**src/rtl/operand_fetch_sequencer_pkg.sv**
```systemverilog
// Shared state encodings and operand-origin constants for the operand fetch sequencer.
`ifndef OPERAND_FETCH_SEQUENCER_PKG_SV
`define OPERAND_FETCH_SEQUENCER_PKG_SV

package operand_fetch_sequencer_pkg;

  typedef enum logic [1:0] {
    ST_IDLE    = 2'd0,
    ST_FETCH_A = 2'd1,
    ST_FETCH_B = 2'd2,
    ST_VALID   = 2'd3
  } state_e;

  localparam logic ORIGIN_MAIN = 1'b0;
  localparam logic ORIGIN_REGS = 1'b1;

endpackage

`endif

```
**src/rtl/operand_fetch_sequencer.sv**
```systemverilog
// Fetches two operands through a shared input selector, one per cycle, then holds
// them valid until the consumer acknowledges.
module operand_fetch_sequencer
  import operand_fetch_sequencer_pkg::*;
#(
  parameter int unsigned DATA_WIDTH  = 4,
  parameter int unsigned MAIN_INPUTS = 16,
  parameter int unsigned REGS_INPUTS = 64,
  localparam int unsigned MW = (MAIN_INPUTS > 1) ? $clog2(MAIN_INPUTS) : 1,
  localparam int unsigned RW = (REGS_INPUTS > 1) ? $clog2(REGS_INPUTS) : 1
) (
  input  logic                  clk,
  input  logic                  rst_n,
  input  logic                  wStart,
  input  logic                  wOriginA,
  input  logic                  wOriginB,
  input  logic [MW-1:0]         wIdxMainA,
  input  logic [MW-1:0]         wIdxMainB,
  input  logic [RW-1:0]         wIdxRegsA,
  input  logic [RW-1:0]         wIdxRegsB,
  input  logic                  wAck,
  input  logic [DATA_WIDTH-1:0] r,
  output logic                  wBusy,
  output logic                  wSelecOrigin,
  output logic [MW-1:0]         wSelecMain,
  output logic [RW-1:0]         wSelecRegs,
  output logic [DATA_WIDTH-1:0] opA,
  output logic [DATA_WIDTH-1:0] opB,
  output logic                  ready,
  output logic                  valid,
  output logic                  err
);

  localparam logic [MW:0] MAIN_LIM = (MW+1)'(MAIN_INPUTS);
  localparam logic [RW:0] REGS_LIM = (RW+1)'(REGS_INPUTS);

  state_e                r_state;
  logic                  r_a_org, r_b_org;
  logic [MW-1:0]         r_a_main, r_b_main;
  logic [RW-1:0]         r_a_regs, r_b_regs;
  logic [DATA_WIDTH-1:0] r_op_a, r_op_b;
  logic                  r_err;
  logic                  r_busy, r_sel_org, r_ready, r_valid;
  logic [MW-1:0]         r_sel_main;
  logic [RW-1:0]         r_sel_regs;

  state_e        w_state_nxt;
  logic          w_latch;
  logic          w_a_main_ok, w_a_regs_ok, w_b_main_ok, w_b_regs_ok;
  logic          w_a_bad, w_b_bad;
  logic [MW-1:0] w_a_main_fix, w_b_main_fix;
  logic [RW-1:0] w_a_regs_fix, w_b_regs_fix;
  logic          w_a_org_nxt, w_b_org_nxt;
  logic [MW-1:0] w_a_main_nxt, w_b_main_nxt;
  logic [RW-1:0] w_a_regs_nxt, w_b_regs_nxt;
  logic          w_busy_nxt, w_sel_org_nxt, w_ready_nxt, w_valid_nxt;
  logic [MW-1:0] w_sel_main_nxt;
  logic [RW-1:0] w_sel_regs_nxt;

  // Next-state decode
  always_comb begin
    w_state_nxt = r_state;
    w_latch     = 1'b0;
    case (r_state)
      ST_IDLE: begin
        if (wStart) begin
          w_state_nxt = ST_FETCH_A;
          w_latch     = 1'b1;
        end
      end
      ST_FETCH_A: w_state_nxt = ST_FETCH_B;
      ST_FETCH_B: w_state_nxt = ST_VALID;
      ST_VALID: begin
        if (wAck) w_state_nxt = ST_IDLE;
      end
      default: w_state_nxt = ST_IDLE;
    endcase
  end

  // Range check: only the side chosen by each operand's origin is sanitised and flagged
  always_comb begin
    w_a_main_ok  = ({1'b0, wIdxMainA} < MAIN_LIM);
    w_b_main_ok  = ({1'b0, wIdxMainB} < MAIN_LIM);
    w_a_regs_ok  = ({1'b0, wIdxRegsA} < REGS_LIM);
    w_b_regs_ok  = ({1'b0, wIdxRegsB} < REGS_LIM);
    w_a_bad      = (wOriginA == ORIGIN_MAIN) ? !w_a_main_ok : !w_a_regs_ok;
    w_b_bad      = (wOriginB == ORIGIN_MAIN) ? !w_b_main_ok : !w_b_regs_ok;
    w_a_main_fix = (wOriginA == ORIGIN_MAIN && !w_a_main_ok) ? '0 : wIdxMainA;
    w_b_main_fix = (wOriginB == ORIGIN_MAIN && !w_b_main_ok) ? '0 : wIdxMainB;
    w_a_regs_fix = (wOriginA == ORIGIN_REGS && !w_a_regs_ok) ? '0 : wIdxRegsA;
    w_b_regs_fix = (wOriginB == ORIGIN_REGS && !w_b_regs_ok) ? '0 : wIdxRegsB;
  end

  // Next values of the latched request and of the selector-facing outputs
  always_comb begin
    w_a_org_nxt    = w_latch ? wOriginA     : r_a_org;
    w_b_org_nxt    = w_latch ? wOriginB     : r_b_org;
    w_a_main_nxt   = w_latch ? w_a_main_fix : r_a_main;
    w_b_main_nxt   = w_latch ? w_b_main_fix : r_b_main;
    w_a_regs_nxt   = w_latch ? w_a_regs_fix : r_a_regs;
    w_b_regs_nxt   = w_latch ? w_b_regs_fix : r_b_regs;
    w_busy_nxt     = 1'b1;
    w_sel_org_nxt  = ORIGIN_MAIN;
    w_sel_main_nxt = '0;
    w_sel_regs_nxt = '0;
    w_ready_nxt    = 1'b0;
    w_valid_nxt    = 1'b0;
    case (w_state_nxt)
      ST_IDLE: w_ready_nxt = 1'b1;
      ST_FETCH_A: begin
        w_busy_nxt     = 1'b0;
        w_sel_org_nxt  = w_a_org_nxt;
        w_sel_main_nxt = w_a_main_nxt;
        w_sel_regs_nxt = w_a_regs_nxt;
      end
      ST_FETCH_B: begin
        w_busy_nxt     = 1'b0;
        w_sel_org_nxt  = w_b_org_nxt;
        w_sel_main_nxt = w_b_main_nxt;
        w_sel_regs_nxt = w_b_regs_nxt;
      end
      ST_VALID: w_valid_nxt = 1'b1;
      default: w_ready_nxt = 1'b1;
    endcase
  end

  // State, request latch, operand capture and registered outputs
  always_ff @(posedge clk or negedge rst_n) begin
    if (!rst_n) begin
      r_state    <= ST_IDLE;
      r_a_org    <= ORIGIN_MAIN;
      r_b_org    <= ORIGIN_MAIN;
      r_a_main   <= '0;
      r_b_main   <= '0;
      r_a_regs   <= '0;
      r_b_regs   <= '0;
      r_op_a     <= '0;
      r_op_b     <= '0;
      r_err      <= 1'b0;
      r_busy     <= 1'b1;
      r_sel_org  <= ORIGIN_MAIN;
      r_sel_main <= '0;
      r_sel_regs <= '0;
      r_ready    <= 1'b1;
      r_valid    <= 1'b0;
    end else begin
      r_state    <= w_state_nxt;
      r_a_org    <= w_a_org_nxt;
      r_b_org    <= w_b_org_nxt;
      r_a_main   <= w_a_main_nxt;
      r_b_main   <= w_b_main_nxt;
      r_a_regs   <= w_a_regs_nxt;
      r_b_regs   <= w_b_regs_nxt;
      if (w_latch) r_err <= w_a_bad | w_b_bad;
      if (r_state == ST_FETCH_A) r_op_a <= r;
      if (r_state == ST_FETCH_B) r_op_b <= r;
      r_busy     <= w_busy_nxt;
      r_sel_org  <= w_sel_org_nxt;
      r_sel_main <= w_sel_main_nxt;
      r_sel_regs <= w_sel_regs_nxt;
      r_ready    <= w_ready_nxt;
      r_valid    <= w_valid_nxt;
    end
  end

  assign wBusy        = r_busy;
  assign wSelecOrigin = r_sel_org;
  assign wSelecMain   = r_sel_main;
  assign wSelecRegs   = r_sel_regs;
  assign opA          = r_op_a;
  assign opB          = r_op_b;
  assign ready        = r_ready;
  assign valid        = r_valid;
  assign err          = r_err;

endmodule

```
**config.mk**
```make
export PLATFORM = sky130hd
export DESIGN_NAME = operand_fetch_sequencer
export DESIGN_NICKNAME = d
export VERILOG_FILES = /design/src/rtl/operand_fetch_sequencer_pkg.sv /design/src/rtl/operand_fetch_sequencer.sv
export SDC_FILE = /design/constraint.sdc
export NUM_CORES = 1
export LEC_CHECK = 0
export BUFFER_PORTS_ARGS = -buffer_cell sky130_fd_sc_hd__buf_2
export CAP_MARGIN = 20
export CORE_MARGIN = 3
export CORE_UTILIZATION = 38
export CTS_BUF_LIST = sky130_fd_sc_hd__clkbuf_8 sky130_fd_sc_hd__clkbuf_16
export CTS_CLUSTER_SIZE = 20
export DETAILED_ROUTE_END_ITERATION = 8
export GPL_TIMING_DRIVEN = 0
export PLACE_DENSITY = 0.69
export SYNTH_ARGS = -nofsm -noshare
export SYNTH_HDL_FRONTEND = slang
export SYNTH_SLANG_ARGS = --single-unit
```
**constraint.sdc**
```tcl
create_clock -name clk -period 1.3 [get_ports clk]
set_input_delay 0.13 -clock clk [delete_from_list [all_inputs] [get_ports clk]]
set_output_delay 0.13 -clock clk [all_outputs]
set_load 0.05 [all_outputs]
```
## After elaboration in Yosys (flattened, before gate mapping)

Cells that the tools add are included.

- Muxes and demuxes: 17
- Equality and inequality tests: 6
- Reductions and logical operators: 3

Operators with widths:

| cell | number |
|---|---|
| $mux 6 | 2 |
| $pmux 6 s2 | 1 |
| $eq 2x2->1 const B | 4 |
| $mux 4 | 2 |
| $pmux 2 s4 | 1 |
| $pmux 4 s2 | 1 |
| $mux 1 | 7 |
| $eq 2x1->1 const B | 2 |
| $logic_not 2->1 | 2 |
| $mux 2 | 2 |
| $pmux 1 s2 | 1 |
| $reduce_or 2->1 | 1 |

- Flip-flop bits (word level): 46
- Bits of input ports: 30

## Longest topological paths before layout

Gate-level depths: netlist of the first run.

- Depth after elaboration: 5
- Mapped depth: 4

## Worst setup path after synthesis of the first run

No wires, ideal clock.

- Path kind: register -> register
- From: register r_state[1]
- To: register r_b_main[0]
- Buffers on the path: 2
- Required time: 1.175 ns
- Stages on the path, launching flop included: 5
- Path slack: 0.012 ns
- Setup time: 0.125 ns
- Clock period less this slack: 1.288 ns
- Arrival: 1.163 ns
- Path through: dfrtp_1 > buf_2 > nor3b_4 > buf_6 > mux2_2

- Word-level cells in the longest chain between the ends: 3

Ends and longest elaborated chain:

| item | line | source |
|---|---|---|
| from (decl) | operand_fetch_sequencer.sv:37 | `state_e r_state;` |
| from (signal assigned) | operand_fetch_sequencer.sv:147 | `r_state <= w_state_nxt;` |
| $logic_not 2->1 | operand_fetch_sequencer.sv:64 | `case (r_state)` |
| $mux 1 | operand_fetch_sequencer.sv:64 |  |
| $mux 4 | operand_fetch_sequencer.sv:99 | `w_b_main_nxt = w_latch ? w_b_main_fix : r_b_main;` |
| named net w_b_main_nxt[0] | operand_fetch_sequencer.sv:54 | `logic [MW-1:0] w_a_main_nxt, w_b_main_nxt;` |
| to (signal assigned) | operand_fetch_sequencer.sv:151 | `r_b_main <= w_b_main_nxt;` |
| to (decl) | operand_fetch_sequencer.sv:39 | `logic [MW-1:0] r_a_main, r_b_main;` |

The timed path passes the listed nets, and every way through them passes these cells.
A chain may end at the register's enable or synchronous reset.

## Worst setup path after layout of the first run

- From: register r_state[1]
- To: register r_b_main[3]

Same word-level chain as after synthesis.

==> impl_metrics.yaml, run 1 <==
yosys:
  synth_async_reset_ratio_pct: 100.0
  yosys-top-cells-area: "sky130_fd_sc_hd__dfrtp_1, sky130_fd_sc_hd__mux2_2, sky130_fd_sc_hd__nand3b_1"
  seq_area_frac_synth_pct: 62.46
  yosys_reg_bits: 35
  edff_count_synth: 0
  postSynthAreaPerCell_um2: 13.02
  top_reg_cell_synth: "sky130_fd_sc_hd__dfrtp_1"
  netlist-cell-type-count: 21
  synth_nets: 138
  synth_largest_area_cell: "sky130_fd_sc_hd__dfrtp_1"
  synthCells: 108
  ys.warnings.count: 0
  synth_top_area_share_pct: 58.72
  netlist_area_mm2: 0.001406
worst_setup_path:
  path_delay_family: "flip-flops"
  timing.critical_path.arrival_ns: 1.45
  worst_path_max_delay_cell: "sky130_fd_sc_hd__dfrtp_2"
  critical_path.n_buffers_inverters: 1
  crit_path_cell_trace: "nor3b_4 > buf_6 > mux2_2"
  cp_max_fo: 6
  worstSetupEndpointType: "register"
  cp-start-kind: "register"
  critPathKind: "reg2reg"
  timing.critical_path.required_ns: 1.47
  worst_path_largest_cell_delay_ns: 0.43
power:
  swShare_pct: 42.98
  power.leakage_nw: 0.9199
  p_seq_share_pct: 35.7
  comb_power_share_pct: 47.8
  clock_power_share_pct: 16.5
  power_report.internal_total_mw: 2.896
  switching_power_mw: 2.183
  p_per_area_mw_per_mm2: 2731
  ir_drop_uv: 1011
floorplanning:
  die-area_mm2: 0.004467
  chipWidth_um: 66.84
  initial_core_util_pct: 40.86
  num_io_pins: 53
  fp-row-count: 21
  core_mm2: 0.003442
  dieHeight_um: 66.84
global_route:
  grt_antenna_before_repair: 0
  grt_first_pass_wirelength_um: 4705
  globalRouteTotalUtil_pct: 14.84
  grt-ovfl-total: 0
  grt_start_max_net_pins: 36
  grt_pass1_vias: 1007
route:
  dr.pass1.iters: 2
  routed_wire_length_per_instance_um: 13.42
  drc: 0
  drtAntennaViolNets: 0
  dr_total_vias: 991
  route.detailed.vias_per_inst: 4.631
  first_iter_violations: 20
  detail_route.wirelength_um: 2872
timing:
  layout_min_cycle_time_ns: 1.283
  final_setup_vio_count: 0
  finalSetupTns_ns: 0
  rsz_0062_raised_after_global_routing: "yes"
  worstMarginPinSlew_ns: 0.7433
  maxClockFrequency_mhz: 779.5
  finalMaxSlewViolations: 0
  relSlewSlack_pct: 50.45
  timing.final.hold_violations: 0
  final_min_period_over_clock_period_pct: 98.69
  timing.clock.skew_ns: 0.003625
final_layout:
  antenna-diode-count: 0
  final_layout_size_suffix_gt1_share_pct: 51.79
  area_growth_pct: 32.21
  mostFrequentLayoutCells: "sky130_fd_sc_hd__buf_2, sky130_fd_sc_hd__dfrtp_1, sky130_fd_sc_hd__a21oi_1, sky130_fd_sc_hd__mux2_2"
  fin_area_mm2: 0.001859
  post-route-util_pct: 54.02
  layout.cells.most_common: "sky130_fd_sc_hd__buf_2"
  layout.nets: 197
clocking:
  clock-sinks: 35
  ctsRootBufferMaster: "sky130_fd_sc_hd__clkbuf_8"
  clk_pin_slew_worst_paths_ns: 0.06
  htree_levels: 2
  cts-root-to-sink-buffers: 2
  cts_tree: "yes"
  insertion_delay_ns: 0.28
  cts_inserted_buffers: 5
placed_design:
  placed_cell_area_mm2: 0.001719
  port-buffer-count: 51
  gpl.final_weighted_congestion: 0.6711
  dp.final_hpwl_um: 2128
job:
  max-cap-violations: 0
outcome:
  result_of_the_run: "completed"
hold_path:
  holdCritPathClass: "in2reg"
[logic make-up (layout without fill, tap and decap cells)]
group	after synthesis	in the layout	synth area share (%)
AO/OA/AOI/OAI	16	16	6.139
buffers and inverters	10	70	4.270
flip-flops	35	35	62.46
multiplexers	19	19	15.21
other	1	1	0.2666
AND/OR/NAND/NOR	27	27	11.65
[stage by stage]
step,worst slack [ns],total power [mW],std cells,hold WS (ns)
3_5_place_dp,-0.06302,4.182,205,0.2450
4_1_cts,0.01049,5.056,214,0.02971
5_1_grt,-0.03147,5.385,214,0.04710
2_1_floorplan,0.01194,3.632,108,-0.1656
3_3_place_gp,-0.03705,4.126,205,0.2308
6_report,0.01708,5.078,214,0.04712
[cells in the mapped netlist, types with 2 or more instances]
master and instances:
sky130_fd_sc_hd__nand2b_1 2, sky130_fd_sc_hd__nand3b_1 11, sky130_fd_sc_hd__buf_6 2, sky130_fd_sc_hd__buf_2 3
sky130_fd_sc_hd__mux2_2 18, sky130_fd_sc_hd__a21oi_1 12, sky130_fd_sc_hd__nand2_1 11, sky130_fd_sc_hd__dfstp_2 2
sky130_fd_sc_hd__clkbuf_1 3, sky130_fd_sc_hd__dfrtp_1 33
[power groups by stage]
stage          sequential (mW)  combinational, mW  clock [mW]
2_1_floorplan             2.77              0.862           0
3_3_place_gp              1.79               2.34           0
3_5_place_dp              1.81               2.37           0
4_1_cts                   1.81               2.38       0.871
5_1_grt                   1.87               2.60       0.923
6_report                  1.82               2.43       0.835
[layout make-up]
type / instances / area, um^2
plain buffers: 8 / 55.05
clock buffers: 7 / 96.34
clock inverters: 1 / 3.754
fillers: 332 / 1583
inverters: 1 / 3.754
multi-input cells: 63 / 490.5
flip-flops and latches: 35 / 879.6
well taps: 46 / 57.56
repair buffers: 53 / 272.8
[timing repair]
item,in CTS,in global routing
resized for setup,2,8
endpoints found under the setup margin,15,16
setup buffers,1,0
hold buffers,1,0
pin swaps,1,0
endpoints found under the hold margin,33,0
[worst paths after layout]
check,startpoint,to,slack [ns],cells after the start
worst min-delay path,wAck,valid,0.05,2
worst max-delay path,r_state[1],r_b_main[3],0.02,3
worst min register to register,r_state[1],wSelecRegs[5],0.48,1
min in group asynchronous,rst_n,opA[3],0.45,2
max in group asynchronous,rst_n,r_state[1],0.34,2
worst max register to register,r_state[1],r_b_main[3],0.02,3
[per-layer routing]
layer	vias to the layer above	share of wire (%)	global-route usage, %
li1	484	-	-
met1	460	43	17.87
met2	40	44	21.04
met3	7	11	7.251
met4	0	3.0	9.137
met5	-	0	0
[state kept, by name, summed over array words and instances (netlist names)]
signal / cells
wSelecOrigin: 1
r_state: 2
opB: 4
wSelecMain: 4
wBusy: 1
opA: 4
r_b_main: 4
valid: 1
r_b_regs: 6
wSelecRegs: 6
r_b_org: 1
ready: 1
(Power assumes the default switching activity.)
==> inputs of run 2 (changes only) <==
--- a/config.mk
+++ b/config.mk
@@ -8,12 +8,12 @@
 export BUFFER_PORTS_ARGS = -buffer_cell sky130_fd_sc_hd__buf_2
 export CAP_MARGIN = 20
 export CORE_MARGIN = 3
-export CORE_UTILIZATION = 38
+export CORE_UTILIZATION = 42
 export CTS_BUF_LIST = sky130_fd_sc_hd__clkbuf_8 sky130_fd_sc_hd__clkbuf_16
 export CTS_CLUSTER_SIZE = 20
 export DETAILED_ROUTE_END_ITERATION = 8
 export GPL_TIMING_DRIVEN = 0
-export PLACE_DENSITY = 0.69
+export PLACE_DENSITY = 0.75
 export SYNTH_ARGS = -nofsm -noshare
 export SYNTH_HDL_FRONTEND = slang
 export SYNTH_SLANG_ARGS = --single-unit
==> run 2 against run 1 <==
Against the previous run:
- first-iteration DRC count increased by 55%
- critical path depth did not move
- global-route usage up 0.24 points
- sequential power is essentially flat
==> impl_metrics.yaml, run 2 (same netlist as run 1, synthesis figures left out) <==
clocking:
  htree_levels: 2
  clk_pin_slew_worst_paths_ns: 0.07
  clock-sinks: 35
  ctsRootBufferMaster: "sky130_fd_sc_hd__clkbuf_8"
  cts_tree: "yes"
  insertion_delay_ns: 0.28
  cts_inserted_buffers: 5
  cts-root-to-sink-buffers: 2
timing:
  final_min_period_over_clock_period_pct: 97.49
  worstMarginPinSlew_ns: 0.7207
  finalMaxSlewViolations: 0
  rsz_0062_raised_after_global_routing: "yes"
  relSlewSlack_pct: 51.95
  layout_min_cycle_time_ns: 1.267
  final_setup_vio_count: 0
  timing.final.hold_violations: 0
  timing.clock.skew_ns: 0.004932
  maxClockFrequency_mhz: 789.0
placed_design:
  placed_cell_area_mm2: 0.001717
  port-buffer-count: 51
  gpl.final_weighted_congestion: 0.7925
hold_path:
  timing.hold.worst_endpoint: "valid"
  hp-start: "wAck"
  holdCritPathClass: "in2reg"
  timing.hold.worst_path_depth: 2
worst_setup_path:
  timing.critical_path.required_ns: 1.46
  cp-start-kind: "register"
  reg2reg_from: "r_state[0]"
  cp_max_fo: 5
  timing.critical_path.arrival_ns: 1.43
  worst-r2r-setup-slack_ns: 0.03
  r2r_cells: 3
  critPathKind: "reg2reg"
  worstSetupEndpointType: "register"
  end_of_the_worst_register_to_register_path: "r_b_regs[1]"
global_route:
  grt_antenna_before_repair: 0
  grt-ovfl-total: 0
  grt_first_pass_wirelength_um: 4705
  grt_pass1_vias: 1088
  grt_start_max_net_pins: 36
  globalRouteTotalUtil_pct: 15.09
route:
  first_iter_violations: 31
  dr_total_vias: 1043
  routed_wire_length_per_instance_um: 12.92
  route.detailed.vias_per_inst: 4.851
  drc: 0
  detail_route.wirelength_um: 2778
  dr.pass1.iters: 4
  drtAntennaViolNets: 0
floorplanning:
  dieHeight_um: 63.87
  fp-row-count: 20
  num_io_pins: 53
  core_mm2: 0.003128
  initial_core_util_pct: 44.96
  chipWidth_um: 63.87
  die-area_mm2: 0.004079
power:
  total_power_mw: 5.151
  p_per_area_mw_per_mm2: 2728
  power.leakage_nw: 0.9354
  ir_drop_uv: 1304
final_layout:
  final-seq-area_um2: 880.8
  antenna-diode-count: 0
  layout.nets: 200
  mostFrequentLayoutCells: "sky130_fd_sc_hd__buf_2, sky130_fd_sc_hd__dfrtp_1, sky130_fd_sc_hd__mux2_2"
  area_of_the_multi_input_gates_um2: 498.0
  final_layout_size_suffix_gt1_share_pct: 54.39
  num-fill-cells: 267
  fin_area_mm2: 0.001888
  area_growth_pct: 34.25
  layout.cells.most_common: "sky130_fd_sc_hd__buf_2"
outcome:
  result_of_the_run: "completed"
job:
  max-cap-violations: 0
[run 2: what timing repair did]
action,in CTS,in global routing
hold buffers,1,0
buffers inserted,3,1
setup endpoints to repair,16,18
gates resized for setup,2,11
pin swaps,1,1
endpoints found under the hold margin,33,0
[run 2: stage by stage]
step / hold WS, ns / setup TNS (ns) / util, % / cells / worst slack (ns)
after global placement: 0.2256 / -0.3706 / 54.88 / 203 / -0.03748
final: 0.05545 / 0 / 60.36 / 215 / 0.03260
after detailed placement: 0.2333 / -0.7369 / 54.88 / 203 / -0.07009
after CTS: 0.04513 / 0 / 59.04 / 214 / 0.02126
after global routing: 0.05908 / -0.2365 / 60.36 / 215 / -0.03050
after floorplan: -0.1656 / 0 / - / 108 / 0.01194
[run 2: final cells by class]
type / instances / area share (%)
plain buffers: 8 / 2.916
well taps: 44 / 2.916
multi-input cells: 63 / 26.38
clock inverters: 1 / 0.1988
repair buffers: 56 / 15.64
flip-flops and latches: 35 / 46.65
clock buffers: 7 / 5.103
inverters: 1 / 0.1988
[run 2: power by group]
group	internal (mW)	switching, mW
combinational	0.899	1.63
sequential	1.59	0.215
clock	0.475	0.344
total	2.96	2.19
[run 2: worst max-delay path, cell delays in order, from the launching register on]
cell                      delay [ns]
sky130_fd_sc_hd__dfrtp_2        0.43
sky130_fd_sc_hd__nor3b_4        0.24
sky130_fd_sc_hd__buf_6          0.16
sky130_fd_sc_hd__mux2_2         0.33
[run 2: metal layers]
metal	share of wire, %	track usage (%)	up-vias	wire length [um]
met3	8.2	6.503	7	228
met1	41	16.53	503	1133
li1	-	-	489	-
met4	1.7	4.852	0	48
met2	49	26.06	44	1367
met5	0	0	-	0
[run 2: worst max path at each step]
stage               start          end  slack [ns]  depth (start not counted)
4_1_cts        r_state[1]  r_b_main[1]        0.02                          3
3_5_place_dp   r_state[1]  r_b_main[2]       -0.07                          4
6_report       r_state[0]  r_b_regs[1]        0.03                          3
3_3_place_gp   r_state[1]  r_b_main[3]       -0.04                          4
5_1_grt        r_state[0]  r_b_regs[1]       -0.03                          3
2_1_floorplan  r_state[1]  r_b_main[0]        0.01                          4
==> inputs of run 3 (changes only) <==
--- a/config.mk
+++ b/config.mk
@@ -5,15 +5,15 @@
 export SDC_FILE = /design/constraint.sdc
 export NUM_CORES = 1
 export LEC_CHECK = 0
+export ABC_AREA = 1
 export BUFFER_PORTS_ARGS = -buffer_cell sky130_fd_sc_hd__buf_2
 export CAP_MARGIN = 20
-export CORE_MARGIN = 3
-export CORE_UTILIZATION = 42
+export CORE_UTILIZATION = 50
 export CTS_BUF_LIST = sky130_fd_sc_hd__clkbuf_8 sky130_fd_sc_hd__clkbuf_16
 export CTS_CLUSTER_SIZE = 20
 export DETAILED_ROUTE_END_ITERATION = 8
 export GPL_TIMING_DRIVEN = 0
-export PLACE_DENSITY = 0.75
+export PLACE_DENSITY = 0.83
 export SYNTH_ARGS = -nofsm -noshare
 export SYNTH_HDL_FRONTEND = slang
 export SYNTH_SLANG_ARGS = --single-unit
==> constraint.sdc (replaced) <==
create_clock -name clk -period 1.5 [get_ports clk]
set_input_delay 0.15 -clock clk [delete_from_list [all_inputs] [get_ports clk]]
set_output_delay 0.15 -clock clk [all_outputs]
set_load 0.05 [all_outputs]
==> run 3 against run 2 <==
Against the previous run:
- wire length shrank 3.8%
- synthesized cell count grew 37%
- combinational power shrank 20%
- cell count grew 11%
- die area shrank 27%
- worst setup slack gained 0.28 ns
- hold slack gained 0.0027 ns
- clock power shrank 25%
- clock skew grew 0.0024 ns
- largest cell class unchanged
- largest power group unchanged
- highest routed layer unchanged
==> impl_metrics.yaml, run 3 <==
outcome:
  result_of_the_run: "completed"
timing:
  worstMarginPinSlew_ns: 0.7358
  rsz_0062_raised_after_global_routing: "no"
  layout_min_cycle_time_ns: 1.188
  final_min_period_over_clock_period_pct: 79.19
  relSlewSlack_pct: 50.95
  finalMaxSlewViolations: 0
  maxClockFrequency_mhz: 841.8
  finalSetupTns_ns: 0
  final_setup_vio_count: 0
  timing.clock.skew_ns: 0.007316
  timing.final.hold_violations: 0
clocking:
  cts_inserted_buffers: 5
  clk_pin_slew_worst_paths_ns: 0.07
  cts_tree: "yes"
  htree_levels: 2
  ctsRootBufferMaster: "sky130_fd_sc_hd__clkbuf_8"
  clock-sinks: 35
  cts-root-to-sink-buffers: 2
  insertion_delay_ns: 0.28
  post_cts.repair.setup_buffers: 0
worst_setup_path:
  cp_num_cells: 1
  crit_path_cell_trace: "buf_2"
  path_delay_family: "flip-flops"
  worst_path_largest_cell_delay_ns: 0.51
  worstSetupEndpointType: "primary output"
  cp_max_fo: 1
  timing.critical_path.arrival_ns: 1.04
  worst_path_max_delay_cell: "sky130_fd_sc_hd__dfstp_2"
  cp-start-kind: "register"
  r2r_cells: 4
  critPathKind: "reg2out"
  critical_path.n_buffers_inverters: 1
  timing.critical_path.required_ns: 1.35
yosys:
  synth_nets: 178
  ys.warnings.count: 0
  seq_area_frac_synth_pct: 63.59
  netlist_area_mm2: 0.001381
  synthCells: 148
  netlist-cell-type-count: 17
  postSynthAreaPerCell_um2: 9.333
  edff_count_synth: 0
  synthMostInstantiatedCell: "sky130_fd_sc_hd__nand2_1"
  synth_top_area_share_pct: 59.78
  yosys_reg_bits: 35
  synth_async_reset_ratio_pct: 100.0
  top_reg_cell_synth: "sky130_fd_sc_hd__dfrtp_1"
  yosys-top-cells-area: "sky130_fd_sc_hd__dfrtp_1, sky130_fd_sc_hd__nand2_1, sky130_fd_sc_hd__nand3_1"
  post_synth_most_frequent_cells: "sky130_fd_sc_hd__nand2_1, sky130_fd_sc_hd__dfrtp_1, sky130_fd_sc_hd__nand3_1"
  synth_largest_area_cell: "sky130_fd_sc_hd__dfrtp_1"
final_layout:
  layout.cells.most_common: "sky130_fd_sc_hd__nand2_1"
  final-seq-area_um2: 878.3
  layout.nets: 237
  mostFrequentLayoutCells: "sky130_fd_sc_hd__nand2_1, sky130_fd_sc_hd__buf_2, sky130_fd_sc_hd__dfrtp_1, sky130_fd_sc_hd__inv_1, sky130_fd_sc_hd__nand3_1"
  antenna-diode-count: 0
  area_of_the_multi_input_gates_um2: 390.4
  final_layout_size_suffix_gt1_share_pct: 32.69
  num-fill-cells: 202
  area_growth_pct: 27.72
route:
  first_iter_violations: 18
  dr_total_vias: 1101
  dr.pass1.iters: 4
  route.detailed.vias_per_inst: 4.626
  detail_route.wirelength_um: 2673
  drtAntennaViolNets: 0
  routed_wire_length_per_instance_um: 11.23
  drc: 0
floorplanning:
  die-area_mm2: 0.002977
  initial_core_util_pct: 54.28
  num_io_pins: 53
  fp-row-count: 18
  core_mm2: 0.002545
  chipWidth_um: 54.56
  dieHeight_um: 54.56
hold_path:
  timing.hold.worst_path_depth: 3
  holdCritPathClass: "in2reg"
power:
  ir_drop_uv: 1800
  power.leakage_nw: 1.056
  total_power_mw: 4.202
  p_per_area_mw_per_mm2: 2382
global_route:
  grt_pass1_vias: 985
  grt_antenna_before_repair: 0
  globalRouteTotalUtil_pct: 21.16
  grt_first_pass_wirelength_um: 4222
  grt_start_max_net_pins: 36
  grt-ovfl-total: 0
placed_design:
  port-buffer-count: 51
  dp.final_hpwl_um: 1955
  gpl.final_weighted_congestion: 0.7416
job:
  max-cap-violations: 0
[run 3: report_power, final]
part           leakage (nW)  internal, mW  switching (mW)
registers             0.438          1.37           0.194
clock network        0.0519         0.309           0.301
logic                 0.566         0.504            1.52
total                  1.06          2.19            2.01
[run 3: per-layer routing]
metal  vias up  track usage, %  part of all wire (%)  wire (um)
li1        567               -                     -          -
met1       492           24.95                    44       1164
met2        37           35.16                    49       1303
met3         5           6.111                   6.2        167
met4         0           10.26                   1.4         37
met5         -               0                     0          0
[run 3: cell families after synthesis]
logic type	share of synthesized area (%)
compound gates	3.261
flops	63.59
buf+inv	8.152
simple gates	24.73
other cells	0.2715
[run 3: cell type report]
class	instances	share of cell area (%)
tap	30	2.128
inverter	12	2.553
sequential	35	49.79
clock inverter	3	0.6383
multi-input combinational	93	22.13
buffer	8	3.830
clock buffer	5	3.901
timing repair buffer	52	15.04
[run 3: path summary, 6_finish.rpt]
check	slack [ns]	end	startpoint
worst max register to register	0.34	wSelecOrigin	r_state[1]
worst min register to register	0.48	opB[0]	opB[0]
max in group asynchronous	0.57	wSelecRegs[1]	rst_n
worst max-delay path	0.31	wBusy	wBusy
worst min-delay path	0.06	r_b_main[3]	wIdxMainB[3]
min in group asynchronous	0.46	opB[1]	rst_n
[run 3: what timing repair did]
action                     CTS  global route
gates resized for setup      0             0
hold endpoints to repair    33             0
setup endpoints to repair    0             0
hold buffers                 1             0
[run 3: through the flow]
stage	util, %	hold WS [ns]	setup slack, ns	cells	cell area [um^2]
final	69.32	0.05811	0.3121	238	1764
after global routing	69.32	0.06639	0.2114	238	1764
after CTS	69.32	0.05610	0.3081	238	1764
after detailed placement	65.78	0.2617	0.3539	229	1674
after global placement	65.78	0.2388	0.3989	229	1674
after floorplan	-	-0.1456	0.4965	148	1381
